`src/rtl/ws2812_pkg.sv`:
```
// Shared types and 200 MHz timing defaults for the WS2812 multi-channel encoder.
package ws2812_pkg;

    typedef enum logic [1:0] {
        ST_IDLE  = 2'd0,
        ST_BIT   = 2'd1,
        ST_LATCH = 2'd2
    } state_e;

    localparam int unsigned CNT_T0H_200M    = 70;
    localparam int unsigned CNT_T1H_200M    = 140;
    localparam int unsigned CNT_PERIOD_200M = 250;
    localparam int unsigned CNT_RST_200M    = 60000;

    // Cycle count for a duration in ns at a clock in MHz, rounded to nearest.
    function automatic int unsigned ns_to_cnt(input int unsigned ns, input int unsigned clk_mhz);
        return (ns * clk_mhz + 500) / 1000;
    endfunction

endpackage

```
`src/rtl/ws2812_multi_out_edge2en.sv`:
```
// Registered falling-edge detector: one-cycle pulse after sig_i drops.
module edge2en (
    input  logic clk_i,
    input  logic rst_n_i,
    input  logic sig_i,
    output logic fall_o
);

    logic sig_q;
    logic fall_q;

    always_ff @(posedge clk_i or negedge rst_n_i) begin
        if (!rst_n_i) begin
            sig_q  <= 1'b0;
            fall_q <= 1'b0;
        end else begin
            sig_q  <= sig_i;
            fall_q <= sig_q & ~sig_i;
        end
    end

    assign fall_o = fall_q;

endmodule

```
`src/rtl/ws2812_multi_out.sv`:
```
// Multi-channel WS2812 encoder: serialises pixel words MSB-first on CH_NUM strips
// in lockstep with a shared bit timer, plus a latch (reset) period on request.
module ws2812_multi_out
    import ws2812_pkg::*;
#(
    parameter int unsigned CH_NUM     = 8,
    parameter int unsigned BIT_NUM    = 24,
    parameter int unsigned CNT_W      = 16,
    parameter int unsigned CNT_T0H    = CNT_T0H_200M,
    parameter int unsigned CNT_T1H    = CNT_T1H_200M,
    parameter int unsigned CNT_PERIOD = CNT_PERIOD_200M,
    parameter int unsigned CNT_RST    = CNT_RST_200M
) (
    input  logic                        clk_in,
    input  logic                        rst_n_in,
    input  logic                        pixel_vld_in,
    input  logic [CH_NUM*BIT_NUM-1:0]   pixel_data_in,
    input  logic                        frame_end_in,
    output logic                        pixel_rdy_out,
    output logic                        busy_out,
    output logic                        frame_done_out,
    output logic [CH_NUM-1:0]           ws2812_data_out
);

    localparam int unsigned IDX_W = (BIT_NUM > 1) ? $clog2(BIT_NUM) : 1;

    if (!(CNT_T0H > 0 && CNT_T0H < CNT_T1H && CNT_T1H < CNT_PERIOD &&
          (CNT_RST >> CNT_W) == 0)) begin : g_param_check
        $error("ws2812_multi_out: illegal timing parameters");
    end

    state_e                         state_q, state_d;
    logic [CNT_W-1:0]               cyc_q, cyc_d;
    logic [IDX_W-1:0]               idx_q, idx_d;
    logic [CH_NUM-1:0][BIT_NUM-1:0] shift_q, shift_d;
    logic                           pend_q, pend_d;
    logic [CH_NUM-1:0]              data_q, data_d;
    logic                           busy_q;

    logic last_bit_c;
    logic rdy_c;
    logic accept_c;
    logic fe_acc_c;
    logic latch_nxt_c;

    assign last_bit_c = (state_q == ST_BIT) && (cyc_q == CNT_W'(CNT_PERIOD - 1)) && (idx_q == '0);
    assign rdy_c      = (state_q == ST_IDLE) || last_bit_c;
    assign accept_c   = pixel_vld_in && rdy_c;
    assign fe_acc_c   = frame_end_in && rdy_c;

    always_ff @(posedge clk_in or negedge rst_n_in) begin
        if (!rst_n_in) begin
            state_q <= ST_IDLE;
            cyc_q   <= '0;
            idx_q   <= '0;
            shift_q <= '0;
            pend_q  <= 1'b0;
            data_q  <= '0;
            busy_q  <= 1'b0;
        end else begin
            state_q <= state_d;
            cyc_q   <= cyc_d;
            idx_q   <= idx_d;
            shift_q <= shift_d;
            pend_q  <= pend_d;
            data_q  <= data_d;
            busy_q  <= (state_q != ST_IDLE);
        end
    end

    always_comb begin
        state_d = state_q;
        cyc_d   = cyc_q;
        idx_d   = idx_q;
        shift_d = shift_q;
        pend_d  = pend_q;
        data_d  = '0;

        if (accept_c) begin
            state_d = ST_BIT;
            cyc_d   = '0;
            idx_d   = IDX_W'(BIT_NUM - 1);
            shift_d = pixel_data_in;
            pend_d  = pend_q | frame_end_in;
        end else begin
            unique case (state_q)
                ST_IDLE: begin
                    if (fe_acc_c) begin
                        state_d = ST_LATCH;
                        cyc_d   = '0;
                    end
                end
                ST_BIT: begin
                    if (cyc_q == CNT_W'(CNT_PERIOD - 1)) begin
                        cyc_d = '0;
                        if (idx_q == '0) begin
                            state_d = (pend_q || fe_acc_c) ? ST_LATCH : ST_IDLE;
                        end else begin
                            idx_d = idx_q - 1'b1;
                            for (int unsigned c = 0; c < CH_NUM; c++) begin
                                shift_d[c] = shift_q[c] << 1;
                            end
                        end
                    end else begin
                        cyc_d = cyc_q + 1'b1;
                    end
                end
                ST_LATCH: begin
                    if (cyc_q == CNT_W'(CNT_RST - 1)) begin
                        state_d = ST_IDLE;
                        cyc_d   = '0;
                        pend_d  = 1'b0;
                    end else begin
                        cyc_d = cyc_q + 1'b1;
                    end
                end
                default: state_d = ST_IDLE;
            endcase
        end

        // Output is computed from next-cycle timer so the line aligns with cyc_cnt.
        for (int unsigned c = 0; c < CH_NUM; c++) begin
            data_d[c] = (state_d == ST_BIT) &&
                        (cyc_d < (shift_d[c][BIT_NUM-1] ? CNT_W'(CNT_T1H) : CNT_W'(CNT_T0H)));
        end
    end

    assign latch_nxt_c = (state_d == ST_LATCH);

    edge2en u_done (
        .clk_i   (clk_in),
        .rst_n_i (rst_n_in),
        .sig_i   (latch_nxt_c),
        .fall_o  (frame_done_out)
    );

    assign pixel_rdy_out   = rdy_c;
    assign busy_out        = busy_q;
    assign ws2812_data_out = data_q;

endmodule
```
`config.mk`:
```
export PLATFORM = sky130hd
export DESIGN_NAME = ws2812_multi_out
export DESIGN_NICKNAME = d
export VERILOG_FILES = /design/src/rtl/ws2812_pkg.sv /design/src/rtl/ws2812_multi_out_edge2en.sv /design/src/rtl/ws2812_multi_out.sv
export SDC_FILE = /design/constraint.sdc
export NUM_CORES = 1
export LEC_CHECK = 0
export BUFFER_PORTS_ARGS = -buffer_cell sky130_fd_sc_hd__clkbuf_2
export CAP_MARGIN = 20
export CORE_ASPECT_RATIO = 0.6
export CORE_UTILIZATION = 33
export DETAILED_ROUTE_END_ITERATION = 16
export SYNTH_ARGS = -nofsm -noshare
export SYNTH_HDL_FRONTEND = slang
export SYNTH_SLANG_ARGS = --single-unit
```
`constraint.sdc`:
```
create_clock -name clk_in -period 9.49 [get_ports clk_in]
set_input_delay 0.4745 -clock clk_in [delete_from_list [all_inputs] [get_ports clk_in]]
set_output_delay 0.4745 -clock clk_in [all_outputs]
set_load 0.1 [all_outputs]
```
# [Yosys cells after proc, flatten, opt, wreduce, memory -nomap -nowiden]
# Cells that the tools add are included.
[totals] reg_bits=227 latch_bits=0 ram_bits=0 romBits=0 inputBits=196 word_cells=98 memories=0
[op_classes] n_addsub=2 multipliers=0 n_div=0 magnitude_cmp=8 n_eq_ne=7 n_shift=0 mux=31 n_bitwise=3 n_reduce_logical=23
[ops] cell="$mux W192" n=4
[ops] cell="$lt A16 B8 Y1" n=8
[ops] cell="$mux W16" n=4
[ops] cell="$mux W8" n=8
[ops] cell="$pmux W16 S3" n=1
[ops] cell="$mux W5" n=4
[ops] cell="$add A16 B1 Y16 const B" n=1
[ops] cell="$eq A16 B16 Y1 const B" n=1
[ops] cell="$eq A16 B8 Y1 const B" n=1
[ops] cell="$logic_and A1 B1 Y1" n=12
[ops] cell="$mux W2" n=6
[ops] cell="$reduce_bool A2 Y1" n=5
[ops] cell="$pmux W2 S3" n=1
[ops] cell="$logic_not A5 Y1" n=1
[ops] cell="$sub A5 B1 Y5 const B" n=1
[ops] cell="$eq A2 B1 Y1 const B" n=2
[ops] cell="$eq A2 B2 Y1 const B" n=2
[ops] cell="$mux W1" n=3
[ops] cell="$reduce_and A3 Y1" n=1
[ops] cell="$logic_not A2 Y1" n=1
[ops] cell="$logic_or A1 B1 Y1" n=2
[ops] cell="$ne A2 B2 Y1 const B" n=1
[ops] cell="$reduce_and A2 Y1" n=1
[ops] cell="$and A1 B1 Y1" n=1
[ops] cell="2 further kinds" n=2

# [Longest topological paths before layout]
[depth] word_depth=14 ltp_mapped=15 depth_no_buf=14

# [By module]
# A second synthesis with hierarchy kept.
[hier_totals] hier_cells=1116 hier_area_um2=10580.1
[modules_own_cells] module="ws2812_multi_out" n_inst=1 cells_per_inst=1113 area_per_inst_um2=10516.3 seq_area_each_um2=5630.4
[modules_own_cells] module="edge2en" n_inst=1 cells_per_inst=3 area_per_inst_um2=63.8 seq_area_each_um2=50.0

# [Worst setup path after synthesis]
# No wires, ideal clock.
[synth_path] path_type="flip-flop to output port" startpoint="register cyc_q[1]" endpoint="output port pixel_rdy_out" arrival_time_ns=3.535 setup_slack_ns=5.480 stages_incl_launch_ff=8 path_buffers=1 path_cell_list="dfrtp_1 -> inv_1 -> ha_1 -> nor4b_2 -> and3_1 -> buf_2 -> nand2_1 -> o31ai_1"
[synth_between] elab_chain_cells=4
[synth_rtl] item="from (decl)" line="ws2812_multi_out.sv:33" rtl="logic [CNT_W-1:0] cyc_q, cyc_d;"
[synth_rtl] item="from (signal assigned)" line="ws2812_multi_out.sv:62" rtl="cyc_q <= cyc_d;"
[synth_rtl] item="$eq A16 B8 Y1" line="ws2812_multi_out.sv:46" rtl="assign last_bit_c = (state_q == ST_BIT) && (cyc_q == CNT_W'(CNT_PERIOD - 1)) && (idx_q == '0);"
[synth_rtl] item="$logic_and A1 B1 Y1 (2 in series)" line="ws2812_multi_out.sv:46"
[synth_rtl] item="$logic_or A1 B1 Y1" line="ws2812_multi_out.sv:47" rtl="assign rdy_c = (state_q == ST_IDLE) || last_bit_c;"
[synth_rtl] item="to (decl)" line="ws2812_multi_out.sv:19" rtl="output logic pixel_rdy_out,"
# No other way between the ends.

==> metrics.md <==
| Metric | Value |
|---|---|
| Htree depth | `1` |
| Cell count after synthesis | `roughly 1100` |
| First-pass GRT wire length | `around 47 mm` |
| EDFF count, synth | `0` |
| Rows | `50` |
| CTS root buf | `clkbuf_16` |
| Die footprint | `between 30000 and 40000 um^2` |
| Setup CP Type | `reg2reg` |
| Final Cycle Share | `a little over two fifths` |
| Final setup viols | `0` |
| Most common flop cell mapped by yosys | `dfrtp_1` |
| Yosys warns | `0` |
| Hold-fix buffers, CTS | `0` |
| PostCTS Resize Cnt | `0` |
| Synth Cell Area | `10600 um^2` |
| Deepest clock path buffer count | `3` |
| Via count | `about 8900` |
| Hold Crit Class | `in2async` |
| FF-to-FF setup slack | `5.46 ns` |
| Yosys top cell by area | `dfrtp_1` |
| Tmin final | `4.03 ns` |
| P_leak | `approximately 6.5 nW` |
| Distinct cells, synth | `between 50 and 60` |
| Final ANT Viol Nets | `0` |
| First-pass iteration count of the detailed router | `5` |
| Cells after DPL | `~1700` |
| Die Width | `233 um` |
| Ports | `between 200 and 250` |
| GRT overflow | `0` |
| Clock skew | `between 0.02 and 0.03 ns` |
| Final #Nets | `about 1500` |
| Top post-synthesis cells by area | `dfrtp_1, nand2_1, a22oi_1` |
| Synthesis-to-layout area growth | `19.6%` |
| Placed wire-length estimate | `a little under 20 mm` |
| DR iter-0 viols | `854` |
| Arr. time, crit path | `around 4.5 ns` |
| Most frequent cells in the layout | `nand2_1, dfrtp_1, clkbuf_2` |
| Drt drc | `0` |
| Initial antenna violation count | `2` |
| Syn nets | `around 1400` |
| Peak supply drop | `between 0.0001 and 0.00015 V` |
| CP Capture Type | `flip-flop` |
| Drt wl/cell | `around 17 um` |
| GRT met1 Usage | `between 20% and 30%` |
| PortBufs | `206` |
| Final non-filler cell total | `1729` |
| Number of fill cells in the layout | `~3100` |
| Crit Path Max Fanout | `about 100` |
| Total Wirelength | `between 20 and 30 mm` |
| Max-slew headroom | `about a quarter` |
| Worst-Skew Late Latency | `~0.53 ns` |
| Pin count of the biggest net entering global routing | `approximately 180` |
| Fin. Hold Viols | `0` |
| Power Dens Cells | `288 nW/um^2` |
| Crit path launch type | `flip-flop` |
| Share of cells above drive strength 1 | `a little over a fifth` |
| Worst reg2reg endpoint | `ws2812_data_out[0]$_DFF_PN0_` |
| Number of global-route vias before repair | `approximately 8400` |
| WP data required | `approximately 9.9 ns` |
| Synth Area per Inst | `between 9 and 10 um^2` |
| Initial Utilization | `33.8%` |
| Clock sink count | `227` |
| Post-synthesis register bit count | `about 230` |
| R2R depth | `13` |
| Fmax | `about 0.25 GHz` |
| CTS tree | `yes` |
| Yosys top cell area share | `between 50 and 60%` |
| M2 GR Usage | `23.9%` |
| Commonest non-fill, non-tap cell in the layout | `nand2_1` |
| GPL Wtd Cong | `0.895` |
| Vias per cell | `about 5` |
| Cts bufs inserted | `23` |
| Status | `finished, final reports clean` |
| Share of flip-flops with an asynchronous set or reset | `100%` |
| Slew Viols, Final | `0` |
| Total setup buffers inserted after CTS | `0` |
| Slew @ Worst Pin | `around 1.1 ns` |
| Clock-pin slew on the worst setup and hold paths | `~0.070 ns` |
| FF-to-FF Start | `idx_q[0]$_DFFE_PN0P_` |
| Met3 Usage GRT | `~5.5%` |
| Gr usage total | `between 10% and 20%` |
| Maxcap violations | `0` |
| Setup TNS | `0 ns` |
| Most used routing layer in global routing | `met1` |
| CORE AREA | `around 31000 um^2` |
| RSZ-0062 raised after global routing | `no` |
| Register area share after synthesis | `roughly 54%` |
| Die Height | `141 um` |
==> cell usage after synthesis, types with 5 or more instances <==
cell type  instances
inv_1             25
nand2_1          397
buf_1             20
nand2b_1           7
mux2i_1            8
a21oi_1           17
nor3_1             5
ha_1              23
o21ai_0           18
nand3_1           21
nor3_2             6
a31oi_1           18
dfrtp_1          227
nor2_1            29
nand4_1            5
o21a_1             5
or3_1              7
clkbuf_1          48
a22oi_1          178
==> state kept, by name (all words and copies together), names as in the netlist <==
| signal | flops |
|---|---|
| pend_q | 1 |
| state_q | 2 |
| busy_out | 1 |
| u_done.fall_o | 1 |
| idx_q | 5 |
| cyc_q | 16 |
| shift_q | 192 |
| ws2812_data_out | 8 |
| u_done.sig_q | 1 |
==> per-layer routing <==
layer | routed length [um] | vias up
met3 | 2640 | 33
met2 | 11500 | 293
met1 | 15000 | 4257
li1 | - | 4280
met5 | 11 | -
met4 | 393 | 2
==> layout make-up <==
type	count	area (um^2)	share of cell area [%]
clock inverter	9	76.3	0.603
timing repair buffer	215	1120	8.86
multi-input combinational	806	4530	35.8
tap	416	520	4.11
inverter	25	93.8	0.742
sequential	227	5680	44.9
antenna	2	5.00	0.0396
clock buffer	29	618	4.89
==> worst max-delay path, cell delays in order, from the launching register on <==
cell	delay, ns
dfrtp_1	0.41
inv_1	0.09
ha_1	0.13
or4b_4	0.50
nor4_2	0.28
a22o_4	0.56
buf_4	0.93
nor2_1	0.11
nor2_1	0.15
inv_1	0.06
ha_1	0.26
o211ai_1	0.09
nand4bb_1	0.12
a31oi_1	0.21
==> worst max path at each step <==
| stage | start | end | slack [ns] | depth (start not counted) |
|---|---|---|---|---|
| 4_1_cts | idx_q[0]$_DFFE_PN0P_ | ws2812_data_out[0]$_DFF_PN0_ | 5.41 | 13 |
| 5_1_grt | idx_q[0]$_DFFE_PN0P_ | ws2812_data_out[0]$_DFF_PN0_ | 5.13 | 13 |
| 3_3_place_gp | idx_q[0]$_DFFE_PN0P_ | ws2812_data_out[0]$_DFF_PN0_ | 5.46 | 13 |
| 2_1_floorplan | cyc_q[1]$_DFF_PN0_ | pixel_rdy_out | 5.48 | 7 |
| 3_5_place_dp | idx_q[0]$_DFFE_PN0P_ | ws2812_data_out[0]$_DFF_PN0_ | 5.44 | 13 |
| 6_report | idx_q[0]$_DFFE_PN0P_ | ws2812_data_out[0]$_DFF_PN0_ | 5.46 | 13 |
==> cells by family after synthesis <==
group           Yosys count  synth area share [%]
mux                       9                 0.863
buf+inv                  99                  3.70
simple gates            504                  20.6
flops                   227                  53.7
xor+xnor                  4                 0.331
fa+ha+maj                23                  2.72
compound gates          266                  18.1
==> where the power goes <==
part,switching [mW],internal [mW],total (mW)
combinational,0.763,0.397,1.16
clock,0.387,0.487,0.874
sequential,0.237,1.38,1.61
==> per-stage QoR <==
stage / area, um^2 / utilization, % / hold WS, ns / setup slack (ns) / power (mW)
floorplan: 10600 / - / 0.179 / 5.48 / 2.44
global placement: 12000 / 38.1 / 0.458 / 5.46 / 2.74
detailed placement: 12000 / 38.1 / 0.463 / 5.44 / 2.79
CTS: 12600 / 40.3 / 0.0903 / 5.41 / 3.69
global route: 12600 / 40.3 / 0.120 / 5.13 / 3.93
finish: 12600 / 40.4 / 0.0451 / 5.46 / 3.65
(Power assumes the default switching activity.)
